## src/rtl/fetch_sequencer.sv

```systemverilog
// Instruction-fetch front end: owns the PC, issues single-outstanding imem
// reads and hands fetched instructions to decode over valid/ready.
module fetch_sequencer #(
    parameter int unsigned           ADDR_WIDTH   = 32,
    parameter int unsigned           DATA_WIDTH   = 32,
    parameter logic [ADDR_WIDTH-1:0] RESET_VECTOR = '0,
    parameter int unsigned           PC_INCR      = 4
) (
    input  logic                  clk,
    input  logic                  reset,
    input  logic                  clr_pc,
    input  logic                  enable_pd,
    input  logic                  branch_taken,
    input  logic [ADDR_WIDTH-1:0] branch_target,
    output logic                  imem_req,
    output logic [ADDR_WIDTH-1:0] imem_addr,
    input  logic                  imem_ack,
    input  logic [DATA_WIDTH-1:0] imem_rdata,
    output logic [DATA_WIDTH-1:0] instr,
    output logic [ADDR_WIDTH-1:0] instr_pc,
    output logic                  instr_valid,
    input  logic                  instr_ready,
    output logic [ADDR_WIDTH-1:0] pc_out
);

    typedef enum logic [1:0] {
        S_IDLE = 2'd0,
        S_REQ  = 2'd1,
        S_HOLD = 2'd2
    } state_e;

    localparam logic [ADDR_WIDTH-1:0] INCR       = ADDR_WIDTH'(PC_INCR);
    localparam logic [ADDR_WIDTH-1:0] ALIGN_MASK = ~(INCR - 1'b1);

    state_e                state_q, state_d;
    logic [ADDR_WIDTH-1:0] pc_q, pc_d;
    logic                  req_q, req_d;
    logic [ADDR_WIDTH-1:0] addr_q, addr_d;
    logic [DATA_WIDTH-1:0] instr_q, instr_d;
    logic [ADDR_WIDTH-1:0] ipc_q, ipc_d;
    logic                  valid_q, valid_d;
    logic                  squash_q, squash_d;

    logic [ADDR_WIDTH-1:0] tgt_al;
    logic [ADDR_WIDTH-1:0] fetch_pc;

    assign tgt_al = branch_target & ALIGN_MASK;
    // A redirect in the same cycle wins over the held PC.
    assign fetch_pc = branch_taken ? tgt_al : pc_q;

    always_comb begin
        state_d  = state_q;
        pc_d     = pc_q;
        req_d    = req_q;
        addr_d   = addr_q;
        instr_d  = instr_q;
        ipc_d    = ipc_q;
        valid_d  = valid_q;
        squash_d = squash_q;

        unique case (state_q)
            S_IDLE: begin
                pc_d = fetch_pc;
                if (enable_pd) begin
                    req_d   = 1'b1;
                    addr_d  = fetch_pc;
                    state_d = S_REQ;
                end
            end

            S_REQ: begin
                if (imem_ack) begin
                    if (squash_q || branch_taken) begin
                        squash_d = 1'b0;
                        pc_d     = fetch_pc;
                        if (enable_pd) begin
                            addr_d = fetch_pc;
                        end else begin
                            req_d   = 1'b0;
                            state_d = S_IDLE;
                        end
                    end else begin
                        instr_d = imem_rdata;
                        ipc_d   = addr_q;
                        valid_d = 1'b1;
                        req_d   = 1'b0;
                        pc_d    = pc_q + INCR;
                        state_d = S_HOLD;
                    end
                end else if (branch_taken) begin
                    // Request in flight cannot be aborted; drop its data later.
                    pc_d     = tgt_al;
                    squash_d = 1'b1;
                end
            end

            S_HOLD: begin
                if (branch_taken || instr_ready) begin
                    valid_d = 1'b0;
                    pc_d    = fetch_pc;
                    if (enable_pd) begin
                        req_d   = 1'b1;
                        addr_d  = fetch_pc;
                        state_d = S_REQ;
                    end else begin
                        state_d = S_IDLE;
                    end
                end
            end

            default: begin
                state_d = S_IDLE;
            end
        endcase
    end

    always_ff @(posedge clk) begin
        if (reset || clr_pc) begin
            state_q  <= S_IDLE;
            pc_q     <= RESET_VECTOR;
            req_q    <= 1'b0;
            addr_q   <= '0;
            instr_q  <= '0;
            ipc_q    <= '0;
            valid_q  <= 1'b0;
            squash_q <= 1'b0;
        end else begin
            state_q  <= state_d;
            pc_q     <= pc_d;
            req_q    <= req_d;
            addr_q   <= addr_d;
            instr_q  <= instr_d;
            ipc_q    <= ipc_d;
            valid_q  <= valid_d;
            squash_q <= squash_d;
        end
    end

    assign imem_req    = req_q;
    assign imem_addr   = addr_q;
    assign instr       = instr_q;
    assign instr_pc    = ipc_q;
    assign instr_valid = valid_q;
    assign pc_out      = pc_q;

endmodule

```

## config.mk

```make
export PLATFORM = sky130hd
export DESIGN_NAME = fetch_sequencer
export DESIGN_NICKNAME = d
export VERILOG_FILES = /design/src/rtl/fetch_sequencer.sv
export SDC_FILE = /design/constraint.sdc
export NUM_CORES = 1
export LEC_CHECK = 0
export ABC_CLOCK_PERIOD_IN_PS = 2400
export CORE_MARGIN = 3
export CORE_UTILIZATION = 40
export DETAILED_ROUTE_END_ITERATION = 8
export GPL_TIMING_DRIVEN = 0
export PLACE_DENSITY = 0.72
export SLEW_MARGIN = 20
export SYNTH_ARGS = -nofsm -noshare
export SYNTH_HDL_FRONTEND = slang
export SYNTH_SLANG_ARGS = --single-unit
```

## constraint.sdc

```tcl
create_clock -name clk -period 2.4 [get_ports clk]
set_input_delay 0.24 -clock clk [delete_from_list [all_inputs] [get_ports clk]]
set_output_delay 0.24 -clock clk [all_outputs]
set_load 0.01 [all_outputs]
```

==> reports/qor.yml, run 1 <==
clock_tree:
  cts_num_sinks: 133
  clk_latency_ns: 0.43
  clockRootBuffer: "clkbuf_16"
  cts_setup_buffers: 0
  clk_path_buf_depth: 2
  path_clk_slew_ns: 0.06
  cts_tree: "built"
  cts.htree.levels: 4
  cts_inserted_buffers: 17
critical_path:
  cpPeakStageDelay_ns: 0.53
  cp_top_family: "simple AND/OR/NAND/NOR gates"
  cp-end-kind: "flip-flop"
  path_buf_inv: 2
  required_ns: 2.75
  startpoint_type: "flip-flop"
  cp_slowest_cell: "nor4_2"
  path_class: "reg2reg"
  path_cells: "ha_1 > inv_1 > nor4_2 > buf_4 > nand4_1 > xor2_1 > a21oi_1"
  cp_max_fo: 10
  cp.arrival_ns: 2.56
final_layout:
  nFillCells: 1310
  multi_input_area_sq_um: 2830
  postLayoutCellArea_sq_um: 8620
  drive_gt1_share_pct: 6.12
  diodes: 0
  fin_cells: 1128
  area_growth_pct: 49.0
  fin_nets: 1007
  seq_area_sq_um: 2660
global_routing:
  antenna_found_initial: 0
  grt_max_degree: 17
  overflow: 0
  grt_pass1_wl_um: 31100
  grt_pass1_vias: 5773
  grt_use_total_pct: 24.4
logic_synthesis:
  yosysTopAreaCell: "dfxtp_1"
  synth_seq_area_share_pct: 46.0
  yosysTopAreaCellShare_pct: 46.0
  yosysMostFrequentCell: "nand2_1"
  yosysWarnings: 0
  async_reset_ff_share_pct: 0
  ys_types: 52
  synth-simple-area-share_pct: 22.1
  synthCells: 719
  synth_xor_area_share_pct: 0.908
  syn-num-nets: 791
  synth.top_cells.by_count: "nand2_1, dfxtp_1, a21oi_1"
  synth_mux_area_share_pct: 5.19
  synth_top_family_by_area: "simple AND/OR/NAND/NOR gates"
  synth_compound_area_share_pct: 20.4
  syn_avg_cell_area_sq_um: 8.05
  ys_seq_elements: 133
  synthTopCellsByArea: "dfxtp_1, nand2_1, a21oi_1"
  synthFlopType: "dfxtp_1"
  synthAdderAreaFrac_pct: 0.216
  synth_edf_count: 0
  netlist_area_sq_um: 5790
die:
  ios: 201
  fp.dieArea_sq_um: 15900
  die_h_um: 126
  num_rows: 43
  die_width_um: 126
  floorplan.initialDensity_pct: 41.4
  core_area_sq_um: 14000
sta:
  relSlewSlack_pct: 42.7
  hold_viol_final: 0
  fin_crit_ns: 2.21
  maxSlewViolCount: 0
  grt_setup_unrepaired: "no"
  max_slew.worst_pin.slew_ns: 0.860
  max_freq_ghz: 0.452
  setup_violations: 0
  layout_worst_path_cycle_share_pct: 92.2
  skew_ns: 0.0134
  whs_ns: 0.257
hold_path:
  min_path_type: "in2reg"
place:
  finalWeightedCongestion: 0.903
  numPortBuffers: 197
  placedCellCount: 1096
  hpwlAfterDp_um: 14100
  place_area_sq_um: 7980
outcome:
  run_status: "completed"
routing:
  drc: 0
  drt-wirelength-per-cell_um: 17.6
  num_vias: 6119
  routed_wl_um: 19800
  dr.pass1.iters: 5
  via_per_inst: 5.42
  drtIter0Drc: 506
  final_antenna_net_count: 0
power:
  p_leak_nw: 3.02
  power_density_nw_per_um2: 657
  ir_worst_vdd_v: 0.000418
job:
  max-cap-violations: 0
## routing by layer
layer	wire, um	up-vias	GRT usage, %
li1	-	2982	-
met1	8760	2855	33.8
met2	8920	244	36.3
met3	1720	38	7.00
met4	406	0	8.90
met5	0	-	0
## flip-flops by register name (all words and copies together) (netlist names)
register     count
instr_valid      1
squash_q         1
state_q          2
pc_out          32
imem_addr       32
imem_req         1
instr_pc        32
instr           32
## final timing paths
check / from / to / slack [ns] / cells after the start
min reg2reg: instr[29] / instr[29] / 0.45 / 2
min: branch_taken / state_q[1] / 0.26 / 4
max: pc_out[2] / pc_out[24] / 0.19 / 7
max reg2reg: pc_out[2] / pc_out[24] / 0.19 / 7
## power breakdown
part | leakage, nW | internal, W | switching (W)
Combinational | 1.63 | 0.000268 | 0.000283
Sequential | 1.08 | 0.00226 | 0.0000560
Clock | 0.313 | 0.00184 | 0.000961
Total | 3.02 | 0.00437 | 0.00130
## cells in the final DEF (no fill, tap or decap), drive strengths merged, types with 26 or more instances in the layout
cell             n
dfxtp          133
o21ai           26
clkbuf          62
mux2i           30
a211oi          33
nor2            53
a21oi           93
nand2          149
nand3           28
clkdlybuf4s50  197
## worst min-delay path, cell delays in order
cell	delay, ns
buf_4	0.16
nor2_2	0.08
nand3_1	0.08
a21oi_1	0.06
## logic make-up (layout without fill, tap and decap cells)
logic type / count (synthesis) / in the layout
AOI/OAI and AO/OA: 195 / 195
DFF: 133 / 133
buffers and inverters: 70 / 299
adders and majority gates: 1 / 1
and+or+nand+nor: 284 / 284
muxes: 30 / 30
xor gates and xnor gates: 6 / 6
## layout make-up
cell class | count | share of cell area [%]
inverters | 8 | 0.348
well taps | 180 | 2.61
clock buffers | 23 | 5.66
repair buffers | 197 | 22.9
flip-flops and latches | 133 | 30.9
clock inverters | 9 | 1.71
multi-input cells | 516 | 32.8
plain buffers | 62 | 3.11
## through the flow
stage | setup WS (ns) | TNS, ns | total power, W | util, %
5_1_grt | 0.0148 | 0 | 0.00586 | 61.6
3_5_place_dp | -0.192 | -11.11 | 0.00290 | 57.1
2_1_floorplan | 0.560 | 0 | 0.00259 | -
6_report | 0.188 | 0 | 0.00567 | 61.6
4_1_cts | 0.162 | 0 | 0.00570 | 61.6
3_3_place_gp | -0.180 | -9.44 | 0.00290 | 57.1
## timing repair
| action | CTS | global route |
|---|---|---|
| hold buffers | 0 | 0 |
| hold endpoints to repair | 0 | 0 |
| setup endpoints to repair | 0 | 4 |
| resized for setup | 0 | 2 |
Note: power is estimated with default switching activity, not from simulation.
==> inputs of run 2 (changes only) <==
- HOLD_SLACK_MARGIN: default -> 0.03
==> results of run 2 <==
Same layout as run 1: the final DEF is identical, and so are final timing and power.
==> inputs of run 3 (changes only) <==
- SETUP_SLACK_MARGIN: default -> 0.3
==> run 3 against run 2 <==
Compared with the run above: maximum frequency grew 9.6%; critical path type is now in2reg; global-route usage is the same; non-clock buffer count grew 2; sequential cell count is the same; sequential share of layout area shrank 0.10 points; via count is essentially flat; clock power is essentially flat; critical path depth grew 1; sequential power is essentially flat; combinational power is essentially flat.
==> reports/qor.yml, run 3 (same netlist as run 1, synthesis figures left out) <==
die:
  core_area_sq_um: 14000  # unchanged
  num_rows: 43  # unchanged
  floorplan.initialDensity_pct: 41.4  # unchanged
  die_width_um: 126  # unchanged
  fp.dieArea_sq_um: 15900  # unchanged
  ios: 201  # unchanged
  die_h_um: 126  # unchanged
clock_tree:
  cts_num_sinks: 133  # unchanged
  clockRootBuffer: "clkbuf_16"  # unchanged
  clk_latency_ns: 0.42  # was 0.43 ns
  clk_path_buf_depth: 2  # unchanged
  cts_inserted_buffers: 17  # unchanged
  path_clk_slew_ns: 0.06  # about the same
  cts.htree.levels: 4  # unchanged
  postCtsHoldBufs: 0  # unchanged
  cts_tree: "built"  # unchanged
place:
  numPortBuffers: 197  # unchanged
  place_area_sq_um: 7980  # unchanged
  hpwlAfterDp_um: 14100  # unchanged
  finalWeightedCongestion: 0.903  # unchanged
critical_path:
  r2r_end: "pc_out[23]"  # was pc_out[24]
  crit_path_frequent_cell: "buf_2"
  startpoint: "instr_ready"  # was pc_out[2]
  cp_slowest_cell: "clkdlybuf4s50_1"  # was nor4_2
  cp.arrival_ns: 2.34  # was 2.56 ns
  regToRegSetupSlack_ns: 0.41  # was 0.19 ns
  worstRegToRegCells: 6  # was 7
  startpoint_type: "input port"  # was flip-flop
  required_ns: 2.73  # was 2.75 ns
  cp_max_fo: 10  # unchanged
  path_cells: "clkdlybuf4s50_1 > nor2_2 > o21ai_1 > and3_1 > buf_2 > buf_2 > nor2_1 > a211oi_1"  # was ha_1 > inv_1 > nor4_2 > buf_4 > nand4_1 > xor2_1 > a21oi_1
  r2r_start: "pc_out[7]"  # was pc_out[2]
  cp-end-kind: "flip-flop"  # unchanged
  path_class: "in2reg"  # was reg2reg
  cpPeakStageDelay_ns: 0.49  # was 0.53 ns
routing:
  drc: 0  # unchanged
  drt-wirelength-per-cell_um: 17.5  # was 17.6 um
  final_antenna_net_count: 0  # unchanged
  routed_wl_um: 19800  # about the same
  dr.pass1.iters: 5  # unchanged
  num_vias: 6116  # was 6119
  drtIter0Drc: 503  # was 506
  via_per_inst: 5.41  # was 5.42
final_layout:
  postLayoutCellArea_sq_um: 8660  # was 8620 sq um
  layout_commonest_cell: "clkdlybuf4s50_1"  # unchanged
  fin_nets: 1009  # was 1007
  seq_area_sq_um: 2670  # was 2660 sq um
  drive_gt1_share_pct: 7.47  # was 6.12%
  multi_input_area_sq_um: 2840  # was 2830 sq um
  nFillCells: 1308  # was 1310
  most-common-layout-cells: "clkdlybuf4s50_1, nand2_1, dfxtp_1, a21oi_1, nor2_1"  # unchanged
  diodes: 0  # unchanged
  area_growth_pct: 49.7  # was 49.0%
sta:
  maxSlewViolCount: 0  # unchanged
  max_slew.worst_pin.slew_ns: 0.861  # was 0.860 ns
  whs_ns: 0.258  # was 0.257 ns
  fin_crit_ns: 2.02  # was 2.21 ns
  skew_ns: 0.0130  # was 0.0134 ns
  hold_viol_final: 0  # unchanged
  max_freq_ghz: 0.496  # was 0.452 GHz
  setup_violations: 0  # unchanged
  layout_worst_path_cycle_share_pct: 84.1  # was 92.2%
  grt_setup_unrepaired: "yes"  # was no
  relSlewSlack_pct: 42.6  # was 42.7%
global_routing:
  grt_use_total_pct: 24.4  # unchanged
  grt_max_degree: 17  # unchanged
  antenna_found_initial: 0  # unchanged
  overflow: 0  # unchanged
  grt_pass1_vias: 5773  # unchanged
  grt_pass1_wl_um: 31100  # unchanged
power:
  ir_worst_vdd_v: 0.000422  # was 0.000418 V
  p_total_w: 0.00568  # was 0.00567 W
  power_density_nw_per_um2: 655  # was 657 nW/um^2
  p_leak_nw: 3.07  # was 3.02 nW
job:
  max-cap-violations: 0  # unchanged
hold_path:
  worstHoldEndpoint: "state_q[1]"  # unchanged
  min_path_type: "in2reg"  # unchanged
  holdPathStages: 4  # unchanged
  hp-start: "branch_taken"  # unchanged
outcome:
  run_status: "completed"  # unchanged
## run 3: cell count changes in the layout (fill, tap and decap cells not counted), sizes merged
cell,change
buf,+2
## run 3: what timing repair did
item | in CTS | in global routing
pin swaps | 0 | 2
setup buffers | 0 | 2
endpoints found under the setup margin | 80 | 90
resized for setup | 3 | 16
## run 3: metal layers
layer  up-vias  GRT usage (%)  share of wire (%)
met5         -              0                  0
met4         0           8.90                2.1
met3        40           7.00                9.1
met2       268           36.3                 44
met1      2827           33.8                 44
li1       2981              -                  -
## run 3: worst max-delay path by stage
stage / to / slack [ns] / cells after the start
6_report: imem_addr[24] / 0.38 / 8
5_1_grt: pc_out[30] / 0.25 / 7
4_1_cts: imem_addr[12] / 0.31 / 7
3_5_place_dp: instr_pc[4] / -0.19 / 7
3_3_place_gp: instr_pc[5] / -0.18 / 7
2_1_floorplan: pc_out[28] / 0.56 / 6
## run 3: final cells by class
type                    instances  area share, %
clock buffers                  23           5.63
flip-flops and latches        133           30.8
repair buffers                199           22.9
plain buffers                  62           3.19
inverters                       8          0.347
multi-input cells             516           32.8
well taps                     180           2.60
clock inverters                 9           1.70
## run 3: worst max-delay path, delay by kind of cell
family / cells / cell delay (ns)
buffers and inverters: 3 / 1.03
AO/OA/AOI/OAI: 2 / 0.69
AND/OR/NAND/NOR: 3 / 0.38
## run 3: per-stage QoR
stage / worst slack (ns) / TNS (ns) / cells / utilization (%)
global route: 0.254 / 0 / 1130 / 61.9
floorplan: 0.560 / 0 / 719 / -
global placement: -0.180 / -9.44 / 1096 / 57.1
CTS: 0.306 / 0 / 1128 / 61.7
detailed placement: -0.192 / -11.11 / 1096 / 57.1
finish: 0.382 / 0 / 1130 / 61.9
## run 3: report_power, final
group / leakage (nW) / switching, W / internal, W
combinational: 1.68 / 0.000283 / 0.000269
sequential: 1.08 / 0.0000564 / 0.00226
clock: 0.313 / 0.000968 / 0.00184
total: 3.07 / 0.00131 / 0.00437
